[src/rtl/sram_fifo_ctrl_256x36.sv]
// sram_fifo_ctrl_256x36
//
// Synchronous FIFO controller wrapping one 256x36 single-read/single-write SRAM
// macro. Entries are written straight into the SRAM and prefetched into a
// 2-entry output register queue. The queue hides the macro's one-cycle read
// latency, so one enqueue and one dequeue can complete every cycle.
// Capacity is 2^ADDR_W + 2 entries.
//
// Ports:
//   clock, reset              single clock; synchronous active-high reset
//   enq_valid/enq_ready/enq_bits   producer handshake and data
//   deq_valid/deq_ready/deq_bits   consumer handshake and head entry
//   count                     total occupancy (SRAM + output queue)
//   sram_W0_*                 macro write port (addr, en, data, clk)
//   sram_R0_*                 macro read request (addr, en, clk)
//   sram_R0_data              macro read data, valid the cycle after R0_en
module sram_fifo_ctrl_256x36 #(
    parameter int unsigned DATA_W = 36,
    parameter int unsigned ADDR_W = 8
) (
    input  logic              clock,
    input  logic              reset,
    input  logic              enq_valid,
    output logic              enq_ready,
    input  logic [DATA_W-1:0] enq_bits,
    output logic              deq_valid,
    input  logic              deq_ready,
    output logic [DATA_W-1:0] deq_bits,
    output logic [ADDR_W:0]   count,
    output logic [ADDR_W-1:0] sram_W0_addr,
    output logic              sram_W0_en,
    output logic [DATA_W-1:0] sram_W0_data,
    output logic              sram_W0_clk,
    output logic [ADDR_W-1:0] sram_R0_addr,
    output logic              sram_R0_en,
    output logic              sram_R0_clk,
    input  logic [DATA_W-1:0] sram_R0_data
);

    localparam int unsigned     CntW     = ADDR_W + 1;
    localparam logic [CntW-1:0] MemDepth = {1'b1, {ADDR_W{1'b0}}};

    logic [ADDR_W-1:0]         wr_ptr_q, wr_ptr_d;
    logic [ADDR_W-1:0]         rd_ptr_q, rd_ptr_d;
    // SRAM-resident entries, including one whose read is still in flight.
    logic [CntW-1:0]           mem_cnt_q, mem_cnt_d;
    logic                      inflight_q, inflight_d;
    logic [1:0][DATA_W-1:0]    oq_q, oq_d;
    logic [1:0]                oq_cnt_q, oq_cnt_d;

    logic                      enq_fire;
    logic                      deq_fire;
    logic                      fetch;
    logic                      capture;
    // Output-queue slots already claimed once this cycle's dequeue is taken out.
    logic [2:0]                oq_claimed;

    // enq_ready sees only registered state, never deq_ready.
    assign enq_ready = !reset && (mem_cnt_q != MemDepth);
    assign deq_valid = !reset && (oq_cnt_q != '0);
    assign deq_bits  = oq_q[0];
    assign count     = reset ? '0 : (mem_cnt_q + CntW'(oq_cnt_q));

    assign enq_fire = enq_valid && enq_ready;
    assign deq_fire = deq_valid && deq_ready;
    assign capture  = inflight_q;

    assign oq_claimed = {1'b0, oq_cnt_q} + {2'b00, inflight_q} - {2'b00, deq_fire};

    // Only fetch entries not already being read, and only if the captured word
    // will have a free output slot when it lands.
    assign fetch = !reset && (mem_cnt_q != CntW'(inflight_q)) && (oq_claimed < 3'd2);

    assign sram_W0_clk  = clock;
    assign sram_W0_en   = enq_fire;
    assign sram_W0_addr = wr_ptr_q;
    assign sram_W0_data = enq_bits;

    assign sram_R0_clk  = clock;
    assign sram_R0_en   = fetch;
    assign sram_R0_addr = rd_ptr_q;

    always_comb begin
        wr_ptr_d   = wr_ptr_q;
        rd_ptr_d   = rd_ptr_q;
        inflight_d = fetch;
        // A slot is released only at capture, so a write can never land on a
        // slot whose read is still outstanding.
        mem_cnt_d  = mem_cnt_q + CntW'(enq_fire) - CntW'(capture);
        if (enq_fire) begin
            wr_ptr_d = wr_ptr_q + 1'b1;
        end
        if (fetch) begin
            rd_ptr_d = rd_ptr_q + 1'b1;
        end
    end

    // Shift out the head first, then append the captured word at the new tail.
    always_comb begin
        oq_d     = oq_q;
        oq_cnt_d = oq_cnt_q;
        if (deq_fire) begin
            oq_d[0]  = oq_q[1];
            oq_cnt_d = oq_cnt_d - 2'd1;
        end
        if (capture) begin
            // Fetch gating keeps the post-shift count at 0 or 1 here.
            oq_d[oq_cnt_d[0]] = sram_R0_data;
            oq_cnt_d          = oq_cnt_d + 2'd1;
        end
    end

    always_ff @(posedge clock) begin
        if (reset) begin
            wr_ptr_q   <= '0;
            rd_ptr_q   <= '0;
            mem_cnt_q  <= '0;
            inflight_q <= 1'b0;
            oq_cnt_q   <= '0;
        end else begin
            wr_ptr_q   <= wr_ptr_d;
            rd_ptr_q   <= rd_ptr_d;
            mem_cnt_q  <= mem_cnt_d;
            inflight_q <= inflight_d;
            oq_cnt_q   <= oq_cnt_d;
        end
    end

    // Queue payload needs no reset; validity is carried by oq_cnt_q.
    always_ff @(posedge clock) begin
        oq_q <= oq_d;
    end

endmodule

[config.mk]
export PLATFORM = sky130hd
export DESIGN_NAME = sram_fifo_ctrl_256x36
export DESIGN_NICKNAME = d
export VERILOG_FILES = /design/src/rtl/sram_fifo_ctrl_256x36.sv
export SDC_FILE = /design/constraint.sdc
export NUM_CORES = 1
export LEC_CHECK = 0
export ABC_AREA = 1
export CAP_MARGIN = 20
export CELL_PAD_IN_SITES_DETAIL_PLACEMENT = 1
export CELL_PAD_IN_SITES_GLOBAL_PLACEMENT = 2
export CORE_MARGIN = 2
export CORE_UTILIZATION = 28
export CTS_BUF_LIST = sky130_fd_sc_hd__clkbuf_8 sky130_fd_sc_hd__clkbuf_16
export CTS_CLUSTER_DIAMETER = 150
export CTS_CLUSTER_SIZE = 14
export DETAILED_ROUTE_END_ITERATION = 16
export GPL_ROUTABILITY_DRIVEN = 0
export PLACE_DENSITY_LB_ADDON = 0.1
export SKIP_CTS_REPAIR_TIMING = 1
export SLEW_MARGIN = 20
export SYNTH_ARGS = -nofsm -noshare
export SYNTH_HDL_FRONTEND = slang
export SYNTH_SLANG_ARGS = --single-unit
[constraint.sdc]
create_clock -name clock -period 7.6 [get_ports clock]
set_clock_uncertainty 0.05 [all_clocks]
set_input_delay 0.76 -clock clock [delete_from_list [all_inputs] [get_ports clock]]
set_output_delay 0.76 -clock clock [all_outputs]
set_load 0.03 [all_outputs]
==> results.sh <==
export IMPL_grt_max_degree=40
export IMPL_fp_dieH_um=144
export IMPL_n_antenna_cell=0
export IMPL_coreArea_um2=19300
export IMPL_path_clk_slew_ns=0.07
export IMPL_synth_distinct_cells=32
export IMPL_final_setup_worst_slack_ns=1.89
export IMPL_synth_top_cells_by_count="nand2_1, buf_4, dfxtp_1"
export IMPL_cts_tree="done"
export IMPL_cp_arrival_ns=4.90
export IMPL_final_core_util_pct=34.0
export IMPL_pin_count=179
export IMPL_synthArstFlopShare_pct=0
export IMPL_ys_top_cells_by_area="dfxtp_1, edfxtp_1, nand2_1"
export IMPL_dieArea_um2=20700
export IMPL_vias=4414
export IMPL_vias_per_cell=4.45
export IMPL_drt_wirelength_per_cell_um=14.8
export IMPL_synth_most_common_cell="nand2_1"
export IMPL_dp_hpwl_mm=10.2
export IMPL_yosysWarnings=0
export IMPL_rows=51
export IMPL_finalNonFillerCells=992
export IMPL_critPathBufInv=6
export IMPL_grt_overflow_total=0
export IMPL_power_density_nw_per_um2=418
export IMPL_maxSlewViolCount=0
export IMPL_ys_ff_latch=100
export IMPL_drive_gt1_share_pct=5.64
export IMPL_p_leak_nw=2.84
export IMPL_critPathCaptureType="output port"
export IMPL_synth_top_area_cell="dfxtp_1"
export IMPL_drc=0
export IMPL_synth_edff_count=36
export IMPL_crit_family="buffers and inverters"
export IMPL_initial_core_util_pct=28.3
export IMPL_drv_cap=0
export IMPL_fin_setup_tns_ns=0
export IMPL_max_freq_mhz=175
export IMPL_first_pass_iters=4
export IMPL_die_w_um=144
export IMPL_hold_viol_final=0
export IMPL_syn_inst=695
export IMPL_layout_nets=825
export IMPL_cp_data_required_time_ns=6.79
export IMPL_seq_area_frac_synth_pct=43.2
export IMPL_ant_nets=0
export IMPL_period_minus_slack_ns=5.71
export IMPL_clock_latency_ns=0.47
export IMPL_grt_pass1_wl_mm=23.5
export IMPL_max_slew_worst_pin_slew_ns=1.01
export IMPL_rsz0062_at_grt="no"
export IMPL_synth_top_area_share_pct=23.4
export IMPL_cpPeakStageDelay_ns=0.76
export IMPL_drtIter0Drc=198
export IMPL_setup_viol=0
export IMPL_antenna_found_initial=0
export IMPL_wl_mm=14.7
export IMPL_post_place_cells=972
export IMPL_crit_slowest_cell="clkdlybuf4s50_1"
export IMPL_hp_class="register to register"
export IMPL_fill_cells=2340
export IMPL_path_cells="clkdlybuf4s50_1 -> buf_4 -> nor2_4 -> nand2_2 -> buf_4 -> inv_2 -> ha_1 -> nor2_1 -> fa_1 -> inv_1 -> nand4_1 -> nor2_2 -> clkdlybuf4s50_1"
export IMPL_syn_area_um2=5470
export IMPL_status="finished clean"
export IMPL_path_class="primary input to output port"
export IMPL_critPathLaunchType="primary input"
export IMPL_avgSynthCellArea_um2=7.87
export IMPL_synth_fp_nets=798
export IMPL_path_max_fanout=39
export IMPL_synth_ff_type="dfxtp_1"
export IMPL_syn2layout_area_growth_pct=20.1
export IMPL_grt_usage_pct=14.8
export IMPL_period_share_pct=75.1
export IMPL_io_buffers=106
export IMPL_pre_cts_slack_ns=1.80
export IMPL_first_global_vias=4657
export IMPL_irDropWorstVdd_uv=148
export IMPL_max_slew_margin_pct=32.4
## cells in the final DEF, fill, tap and decap left out, drive strengths merged
master         synthesis  final
nand3                 19     19
clkinvlp               0      1
nor3b                  1      1
edfxtp                36     36
nand4                  6      6
fa                     3      3
buf                   92      3
ha                    24     24
inv                   51     53
clkdlybuf4s50          0    106
nand3b                 3      3
nand2                268    268
clkbuf                 5     13
dfxtp                 64     64
nor2                  42     42
xor2                   4      4
a21oi                 25     25
xnor2                  3      3
a31oi                  1      1
o21a                   1      1
clkinv                 0      3
and2                   2      2
o21ai                 45     45
bufinv                 0      1
## tightest hold or removal path: cells and delay by family (launching register included)
kind,cells,cell delay [ns]
DFF,1,0.34
and+or+nand+nor,1,0.07
AOI/OAI and AO/OA,1,0.06
## layout make-up
type	instances	area [um^2]	area share [%]
Sequential cell	100	2360	36.0
Multi-Input combinational cell	447	2200	33.5
Timing Repair Buffer	107	1060	16.2
Clock buffer	15	345	5.26
Tap cell	265	332	5.05
Inverter	51	191	2.91
Clock inverter	7	75.1	1.14
## layer usage
metal / wire [um] / vias to the layer above / part of all wire (%) / global-route usage, %
met1: 6520 / 2126 / 44 / 17.9
met4: 149 / 0 / 1.0 / 4.49
met2: 7380 / 95 / 50 / 25.8
met3: 636 / 13 / 4.3 / 3.73
li1: - / 2180 / - / -
met5: 0 / - / 0 / 0
## final timing paths
check	from	end	slack, ns	depth (start not counted)
worst max-delay path	reset	sram_R0_en	1.89	13
worst min-delay path	sram_R0_addr[7]$_SDFFE_PP0P_	sram_R0_addr[7]$_SDFFE_PP0P_	0.46	2
worst max register to register	oq_cnt_q[1]$_SDFF_PP0_	sram_R0_addr[0]$_SDFFE_PP0P_	3.80	15
worst min register to register	sram_R0_addr[7]$_SDFFE_PP0P_	sram_R0_addr[7]$_SDFFE_PP0P_	0.46	2
## report_power, final
group | internal, W | total (W) | switching [W]
Sequential | 0.000728 | 0.000839 | 0.000111
Clock | 0.000365 | 0.000623 | 0.000258
Combinational | 0.000469 | 0.00128 | 0.000814
Total | 0.00156 | 0.00274 | 0.00118
## flip-flops by register name (all words and copies together), names as in the netlist
name / flops
oq_q: 36
capture: 1
mem_cnt_q: 9
oq_cnt_q: 2
sram_W0_addr: 8
sram_R0_addr: 8
deq_bits: 36
## cells by family after synthesis
kind of cell,synth area share (%)
DFF,43.2
AOI/OAI and AO/OA,7.28
and+or+nand+nor,25.2
buffers and inverters,16.6
xor gates and xnor gates,1.12
adders and majority gates,6.59
## per-stage QoR
step,power [W],hold slack (ns),area (um^2)
floorplan,0.00191,0.451,5470
global placement,0.00217,0.454,6170
detailed placement,0.00221,0.453,6170
CTS,0.00280,0.467,6570
global route,0.00298,0.509,6570
finish,0.00274,0.462,6570
Power figures use the tool's default switching activity.
